==> config.mk <==
export PLATFORM = sky130hd
export DESIGN_NAME = bcd_seq_converter
export DESIGN_NICKNAME = d
export VERILOG_FILES = /design/src/rtl/bcd_pkg.sv /design/src/rtl/bcd_digit_adjust.sv /design/src/rtl/bcd_seq_converter.sv
export SDC_FILE = /design/constraint.sdc
export NUM_CORES = 1
export LEC_CHECK = 0
export BUFFER_PORTS_ARGS = -buffer_cell sky130_fd_sc_hd__buf_4
export CORE_MARGIN = 2
export CORE_UTILIZATION = 40
export CTS_CLUSTER_DIAMETER = 150
export CTS_CLUSTER_SIZE = 8
export DETAILED_ROUTE_END_ITERATION = 16
export PLACE_DENSITY_LB_ADDON = 0.25
export SLEW_MARGIN = 20
export SYNTH_ARGS = -nofsm -noshare
export SYNTH_HDL_FRONTEND = slang
export SYNTH_SLANG_ARGS = --single-unit
export TNS_END_PERCENT = 30
==> constraint.sdc <==
create_clock -name clk -period 4.6 [get_ports clk]
set_clock_uncertainty 0.1 [all_clocks]
set_input_delay 0.23 -clock clk [delete_from_list [all_inputs] [get_ports clk]]
set_output_delay 0.23 -clock clk [all_outputs]
set_load 0.005 [all_outputs]
==> src/rtl/bcd_pkg.sv <==
// -----------------------------------------------------------------------------
// bcd_pkg
// Shared definitions for the sequential binary-to-BCD converter:
//   - FSM state encoding (IDLE, CONV, DONE) as legacy-compatible constants
//   - double-dabble adjust constants (threshold 4, correction 3)
//   - min_digits(): number of decimal digits needed for an unsigned value of
//     a given bit width, used by the converter's elaboration-time check
// -----------------------------------------------------------------------------
package bcd_pkg;

   typedef logic [1:0] state_t;

   localparam state_t ST_IDLE = 2'd0;
   localparam state_t ST_CONV = 2'd1;
   localparam state_t ST_DONE = 2'd2;

   localparam logic [3:0] BCD_ADJ_THRESH = 4'd4;
   localparam logic [3:0] BCD_ADJ_ADD    = 4'd3;

   // ceil(bin_w * log10(2)) using log10(2) ~= 0.30103 in fixed point.
   function automatic int unsigned min_digits(input int unsigned bin_w);
      return (bin_w * 32'd30103 + 32'd99999) / 32'd100000;
   endfunction

endpackage : bcd_pkg

==> src/rtl/bcd_digit_adjust.sv <==
// -----------------------------------------------------------------------------
// bcd_digit_adjust
// Combinational double-dabble correction cell for one BCD digit:
// dout = (din > 4) ? din + 3 : din, modulo 4 bits.
// Ports:
//   din   in   4  BCD digit before the shift
//   dout  out  4  corrected digit
// -----------------------------------------------------------------------------
module bcd_digit_adjust
   import bcd_pkg::*;
(
   input  logic [3:0] din,
   output logic [3:0] dout
);

   // Add 3 to digits of 5 or more so the following shift carries correctly.
   always_comb begin
      dout = din;
      if (din > BCD_ADJ_THRESH) begin
         dout = din + BCD_ADJ_ADD;
      end else begin
         dout = din;
      end
   end

endmodule : bcd_digit_adjust

==> src/rtl/bcd_seq_converter.sv <==
// -----------------------------------------------------------------------------
// bcd_seq_converter
// Iterative binary-to-BCD converter (double dabble, one bit per clock) with
// valid/ready handshakes on input and output.
// Optional feature macro: SIGNED_INPUT_EN (two's-complement input, adds neg_out).
// Ports:
//   clk        in   1           system clock, rising edge
//   rst_n      in   1           asynchronous active-low reset
//   in_valid   in   1           bin_in is valid
//   in_ready   out  1           converter idle and able to accept
//   bin_in     in   BIN_W       value to convert
//   out_valid  out  1           bcd_out is valid
//   out_ready  in   1           consumer accepts bcd_out
//   bcd_out    out  4*DIGITS    packed BCD, ones digit in [3:0]
//   neg_out    out  1           (SIGNED_INPUT_EN only) input was negative
//   busy       out  1           converting or holding a result
// -----------------------------------------------------------------------------
module bcd_seq_converter
   import bcd_pkg::*;
#(
   parameter int BIN_W  = 8,
   parameter int DIGITS = 3
)(
   input  logic                  clk,
   input  logic                  rst_n,
   input  logic                  in_valid,
   output logic                  in_ready,
   input  logic [BIN_W-1:0]      bin_in,
   output logic                  out_valid,
   input  logic                  out_ready,
   output logic [4*DIGITS-1:0]   bcd_out,
`ifdef SIGNED_INPUT_EN
   output logic                  neg_out,
`endif
   output logic                  busy
);

   localparam int BCD_W  = 4 * DIGITS;
   localparam int WORK_W = BCD_W + BIN_W;
   localparam int CNT_W  = $clog2(BIN_W) + 1;

   localparam logic [CNT_W-1:0] CNT_LOAD = CNT_W'(BIN_W - 1);
   localparam logic [CNT_W-1:0] CNT_ONE  = {{(CNT_W-1){1'b0}}, 1'b1};
   localparam logic [CNT_W-1:0] CNT_ZERO = {CNT_W{1'b0}};

   if (DIGITS < int'(min_digits(BIN_W))) begin : g_digits_check
      $error("bcd_seq_converter: DIGITS too small for BIN_W");
   end

   state_t              state_r;
   logic [WORK_W-1:0]   work_r;
   logic [CNT_W-1:0]    count_r;
   logic [BCD_W-1:0]    bcd_out_r;
   logic                out_valid_r;
   logic                in_ready_r;
   logic                busy_r;
   logic [BIN_W-1:0]    mag_s;
   logic [BCD_W-1:0]    adj_field_s;
   logic [WORK_W-1:0]   shifted_s;
   logic                accept_s;

   assign accept_s = in_valid & in_ready_r;

`ifdef SIGNED_INPUT_EN
   logic neg_r;
   assign neg_out = neg_r;

   // Magnitude of the two's-complement input; the most-negative value maps to
   // itself, which read as unsigned is its full magnitude.
   always_comb begin
      mag_s = bin_in;
      if (bin_in[BIN_W-1]) begin
         mag_s = ~bin_in + {{(BIN_W-1){1'b0}}, 1'b1};
      end else begin
         mag_s = bin_in;
      end
   end

   // Sign flag captured on acceptance, held with the result.
   always_ff @(posedge clk or negedge rst_n) begin
      if (!rst_n) begin
         neg_r <= 1'b0;
      end else if ((state_r == ST_IDLE) && accept_s) begin
         neg_r <= bin_in[BIN_W-1];
      end else begin
         neg_r <= neg_r;
      end
   end
`else
   assign mag_s = bin_in;
`endif

   // One correction cell per BCD digit of the working register.
   for (genvar g = 0; g < DIGITS; g++) begin : g_adj
      bcd_digit_adjust u_adj (
         .din  (work_r[BIN_W + 4*g +: 4]),
         .dout (adj_field_s[4*g +: 4])
      );
   end

   // Adjusted BCD field plus untouched binary field, shifted left by one.
   assign shifted_s = {adj_field_s[BCD_W-2:0], work_r[BIN_W-1:0], 1'b0};

   // Converter FSM, datapath and registered handshake outputs.
   always_ff @(posedge clk or negedge rst_n) begin
      if (!rst_n) begin
         state_r     <= ST_IDLE;
         work_r      <= {WORK_W{1'b0}};
         count_r     <= CNT_ZERO;
         bcd_out_r   <= {BCD_W{1'b0}};
         out_valid_r <= 1'b0;
         in_ready_r  <= 1'b1;
         busy_r      <= 1'b0;
      end else begin
         case (state_r)
            ST_IDLE: begin
               if (accept_s) begin
                  work_r     <= {{BCD_W{1'b0}}, mag_s};
                  count_r    <= CNT_LOAD;
                  in_ready_r <= 1'b0;
                  busy_r     <= 1'b1;
                  state_r    <= ST_CONV;
               end else begin
                  in_ready_r <= 1'b1;
                  busy_r     <= 1'b0;
               end
            end
            ST_CONV: begin
               work_r  <= shifted_s;
               count_r <= count_r - CNT_ONE;
               if (count_r == CNT_ZERO) begin
                  bcd_out_r   <= shifted_s[WORK_W-1:BIN_W];
                  out_valid_r <= 1'b1;
                  state_r     <= ST_DONE;
               end else begin
                  out_valid_r <= 1'b0;
               end
            end
            ST_DONE: begin
               if (out_ready) begin
                  out_valid_r <= 1'b0;
                  in_ready_r  <= 1'b1;
                  busy_r      <= 1'b0;
                  state_r     <= ST_IDLE;
               end else begin
                  out_valid_r <= 1'b1;
               end
            end
            default: begin
               state_r     <= ST_IDLE;
               count_r     <= CNT_ZERO;
               out_valid_r <= 1'b0;
               in_ready_r  <= 1'b1;
               busy_r      <= 1'b0;
            end
         endcase
      end
   end

   assign bcd_out   = bcd_out_r;
   assign out_valid = out_valid_r;
   assign in_ready  = in_ready_r;
   assign busy      = busy_r;

endmodule : bcd_seq_converter

==> summary.txt, run 1 <==
CP arrival -> 2.56 ns
Initial Utilization -> 41.8%
Final number of setup-violating endpoints -> 0
Top FF cell, synth -> dfrtp_1
Power Density -> 619 nW/um2
Post-CTS Resized -> 0
Mapped Nets -> 242
Worst-margin pin slew -> 0.720 ns
Max-slew violations -> 0
Vias per inst -> 5.42
IO Pins -> 27
Routed WL -> 4390 um
Post-synth top cells -> dfrtp_1, nand2_1, o21ai_0
Num CTS Buffers -> 5
Routability cong. -> 0.756
Yosys top cell area share -> 46.6%
Startpoint Class -> register
Total number of vias -> 1697
Clock Sinks -> 41
Synthesis-to-layout area growth -> 15.6%
Post-route ant nets -> 0
CP max stage cell -> nand4bb_1
Post-synth ARST share -> 100%
Postcts setup bufs -> 0
Post-synth top area cell -> dfrtp_1
# hold bufs at CTS -> 1
Dpl hpwl -> 3060 um
Final Non-Filler Cells -> 313
Achievable Freq -> 402 MHz
Root Buffer -> clkbuf_8
Layout Utilization -> 48.3%
Most instantiated library cell after synthesis -> dfrtp_1
Largest cells by area after synthesis -> dfrtp_1, ha_1, o21ai_0
DRC -> 0
Routed wire per std cell -> 14.0 um
Status -> complete, no violations
Worst skew pair latency -> 0.29 ns
Initial antenna violation count -> 0
Final Hold Fails -> 0
Sequential-to-total area share from yosys stat -> 47.8%
Req. time, crit path -> 4.68 ns
#FFs+latches synth -> 41
Fill count -> 531
Critical Path, Cell by Cell -> inv_1, ha_1, buf_4, nand4bb_1, o31ai_1
Die area -> 5970 um2
CTS clock-pin slew for the worst setup and hold paths -> 0.07 ns
Layout net count -> 265
Final Critical Period -> 2.49 ns
Largest net degree at the start of global routing -> 42
Vias in the first global route -> 1711
Core Area -> 5140 um2
Yosys cell types -> 36
TritonRoute pass-1 iters -> 4
Final period util -> 54.0%
Remaining Overflow, GRT -> 0
Chip height -> 77.3 um
Mapped Area -> 2150 um2
Largest vdd supply drop -> 0.273 mV
Hold_ws -> 0.128 ns
Lkg Pwr -> 1.11 nW
Synth warn -> 0
Placed cell count -> 304
# diodes -> 0
Worst hold path type -> input port to register
Type of the worst setup path -> register to register
IO buf count -> 26
EDFF count, synth -> 0
Worst Setup End Kind -> register
First-pass GRT wire length -> 8010 um
Number of max-cap violations -> 0
Clock Path Buffers -> 2
TNS Setup -> 0 ns
# H-tree levels -> 2
RSZ-0062 raised after global routing -> false
Total Routing Usage GR -> 16.6%
Die width -> 77.3 um
Initial drt markers -> 85
CTS tree -> built
Post-synthesis instance total -> 219
Post-Syn Area per Cell -> 9.80 um2
Row Count -> 26
Slew headroom -> 51.9%
CP max FO -> 17
Fraction of layout cells with a size suffix above 1 -> 16.0%
Max incr delay on CP -> 0.56 ns
[through the flow]
stage / total power [mW] / worst slack [ns] / area (um2)
2_1_floorplan: 1.09 / 3.01 / 2150
3_3_place_gp: 1.29 / 2.23 / 2380
3_5_place_dp: 1.31 / 2.12 / 2380
4_1_cts: 1.55 / 2.10 / 2480
5_1_grt: 1.68 / 1.87 / 2480
6_report: 1.54 / 2.11 / 2480
[area by class of cell]
type	count	area (um2)	area share [%]
multi-input combinational	149	1000	40.3
tap	70	87.6	3.53
inverter	17	63.8	2.57
timing repair buffer	28	213	8.57
clock buffer	8	90.1	3.63
sequential	41	1030	41.4
[cells by family after synthesis]
logic type,synth area share [%]
AOI/OAI and AO/OA,21.1
and+or+nand+nor,14.4
DFF,47.8
buffers and inverters,5.54
adders and majority gates,6.41
muxes,4.72
[sequential cells by signal (all words and copies together) (netlist names)]
| signal | count |
|---|---|
| state_r | 2 |
| out_valid | 1 |
| bcd_out | 12 |
| work_r | 20 |
| busy | 1 |
| in_ready | 1 |
| count_r | 4 |
[final timing paths]
kind                             from           to  slack (ns)  cells past startpoint
max in group asynchronous       rst_n     in_ready        3.65                      2
hold / removal              bin_in[4]    work_r[4]        0.13                      3
min in group asynchronous       rst_n    work_r[2]        0.35                      2
setup reg to reg           state_r[1]  bcd_out[10]        2.11                      5
hold reg to reg            bcd_out[0]   bcd_out[0]        0.38                      2
setup / recovery           state_r[1]  bcd_out[10]        2.11                      5
[cell usage in the layout (no fill, tap or decap), types with 6 or more instances in the layout]
cell type,synthesis,routed
o21ai_0,20,20
nor2_1,9,9
o31ai_1,10,10
nor2b_1,7,7
o21a_1,6,6
ha_1,11,11
buf_4,0,27
mux2i_1,9,9
nor3_1,7,7
dfrtp_1,40,40
nand2_1,20,20
nand3_1,12,12
inv_1,17,17
clkbuf_8,0,6
o22ai_1,6,6
[routing by layer]
| layer | share of wire (%) | GRT usage, % | vias to the layer above |
|---|---|---|---|
| li1 | - | - | 835 |
| met1 | 50 | 22.9 | 827 |
| met2 | 46 | 27.3 | 31 |
| met3 | 2.6 | 2.47 | 4 |
| met4 | 0.89 | 4.29 | 0 |
| met5 | 0 | 0 | - |
[critical path, delay by kind of cell (launching register included)]
family | cells | cell delay (ns)
adder cells (fa/ha/maj) | 1 | 0.48
flip-flops | 1 | 0.38
buffers and inverters | 2 | 0.41
AO/OA/AOI/OAI | 1 | 0.44
AND/OR/NAND/NOR | 1 | 0.56
[where the power goes]
part           internal, mW  switching [mW]
combinational         0.309           0.384
sequential            0.499           0.103
clock                 0.123           0.119
Note: power is estimated with default switching activity, not from simulation.
==> run 2: changes to the inputs <==
Clock period 4.6 ns to 2.4 ns, I/O delays scaled along.
==> summary.txt, run 2 (synthesis gave the netlist of run 1 again) <==
Row Count -> 26
Routed wire per std cell -> 13.8 um
# H-tree levels -> 2
Int Pwr -> 1.78 mW
CTS clock-pin slew for the worst setup and hold paths -> 0.07 ns
Post-route ant nets -> 0
Slew headroom -> 65.4%
Reg2reg start -> state_r[0]
FF-to-FF setup slack -> 0.42 ns
Total Routing Usage GR -> 16.3%
Reg2reg end -> work_r[1]
CP arrival -> 2.09 ns
Critical Path, Cell by Cell -> inv_1, ha_1, nand3_1, and2_0, o21ai_0
First-pass GRT wire length -> 7770 um
Die area -> 5970 um2
Chip height -> 77.3 um
Startpoint Class -> register
Post-CTS Resized -> 0
Dpl hpwl -> 3120 um
Largest reg by FF count -> work_r
Vias per inst -> 5.32
Lkg Pwr -> 1.12 nW
IO buf count -> 26
Worst skew pair latency -> 0.29 ns
# diodes -> 0
Clock Sinks -> 41
Final number of setup-violating endpoints -> 0
Synthesis-to-layout area growth -> 16.6%
Status -> complete, no violations
Max FFs per register -> 20
Commonest non-fill, non-tap cell in the layout -> dfrtp_1
Worst-margin pin slew -> 0.519 ns
Worst hold path type -> input port to register
RSZ-0062 raised after global routing -> false
Root Buffer -> clkbuf_8
Achievable Freq -> 504 MHz
Met2 Wirelength -> 1960 um
Final Hold Fails -> 0
Largest vdd supply drop -> 0.570 mV
IO Pins -> 27
Fill count -> 526
Power Density -> 1180 nW/um2
TritonRoute pass-1 iters -> 4
Total Power -> 2.95 mW
Routed WL -> 4360 um
Vias in the first global route -> 1614
Initial drt markers -> 99
Initial antenna violation count -> 0
CP max FO -> 11
TNS Setup -> 0 ns
Fraction of layout cells with a size suffix above 1 -> 17.0%
Metal3 WL -> 166 um
Number of max-cap violations -> 0
Switch Pwr -> 1.17 mW
Routed metal-1 wire length -> 2170 um
Clock power share -> 14.9%
Worst hold stages -> 3
Clock Path Buffers -> 2
CP max stage cell -> dfrtp_1
Worst hold start -> bin_in[5]
Worst Setup End Kind -> register
Remaining Overflow, GRT -> 0
Top Layer Used -> met4
Layout net count -> 269
Type of the worst setup path -> register to register
Worst R2R Path Depth -> 5
Total number of vias -> 1686
Initial Utilization -> 41.8%
Routability cong. -> 0.750
Max-slew violations -> 0
Final Critical Period -> 1.98 ns
DRC -> 0
Die width -> 77.3 um
Flop pwr share -> 39.1%
Worst Hold End -> work_r[5]
Max incr delay on CP -> 0.39 ns
Core Area -> 5140 um2
Req. time, crit path -> 2.50 ns
Num CTS Buffers -> 5
Commonest non-fill, non-tap cells in the layout -> dfrtp_1, buf_4, nand2_1, o21ai_0, inv_1
Comb pwr share -> 46.0%
Multi-input logic area -> 1000 um2
Largest net degree at the start of global routing -> 42
Sw frac -> 39.7%
Seq. cell area -> 1030 um2
CTS tree -> built
Final period util -> 82.7%
run 2: per-layer routing:
layer  GRT usage (%)  up-vias
li1                -      842
met1            23.5      799
met2            24.1       38
met3            3.65        7
met4            5.54        0
met5               0        -
run 2: power by group through the flow:
stage          clock, mW  combinational (mW)  sequential [mW]
2_1_floorplan          0               0.979             1.11
3_3_place_gp           0                1.35             1.16
3_5_place_dp           0                1.37             1.17
4_1_cts            0.454                1.37             1.15
5_1_grt            0.487                1.56             1.19
6_report           0.439                1.36             1.15
run 2: worst max path at each step:
stage          slack (ns)       start          to
3_3_place_gp         0.48  state_r[1]   work_r[4]
6_report             0.42  state_r[0]   work_r[1]
3_5_place_dp         0.43  state_r[1]   work_r[1]
2_1_floorplan        0.81  state_r[0]  work_r[13]
4_1_cts              0.40  state_r[1]   work_r[1]
5_1_grt              0.15  state_r[1]   work_r[1]
run 2: area by class of cell:
class	count	area share, %
clock buffer	8	3.20
inverter	17	2.55
multi-input combinational	149	40.0
sequential	41	41.1
tap	70	3.50
timing repair buffer	32	9.70
run 2: what timing repair did:
item / 4_1_cts / 5_1_grt
buffers inserted: 0 / 0
hold buffers: 1 / 0
endpoints found under the hold margin: 40 / 0
run 2: critical path: cells and delay by family (launching register included):
| kind | cells | cell delay (ns) |
|---|---|---|
| AO/OA/AOI/OAI | 1 | 0.22 |
| adder cells (fa/ha/maj) | 1 | 0.33 |
| buffers and inverters | 1 | 0.10 |
| flip-flops | 1 | 0.39 |
| AND/OR/NAND/NOR | 2 | 0.75 |
run 2: stage by stage:
| step | worst slack (ns) | hold WS, ns | cells | cell area (um2) | util [%] |
|---|---|---|---|---|---|
| final | 0.416 | 0.0124 | 317 | 2500 | 48.7 |
| after global routing | 0.155 | 0.0233 | 317 | 2500 | 48.7 |
| after CTS | 0.402 | 0.00564 | 317 | 2500 | 48.7 |
| after detailed placement | 0.427 | 0.0365 | 308 | 2410 | 46.9 |
| after global placement | 0.475 | 0.0364 | 308 | 2410 | 46.9 |
| after floorplan | 0.807 | -0.276 | 219 | 2150 | - |
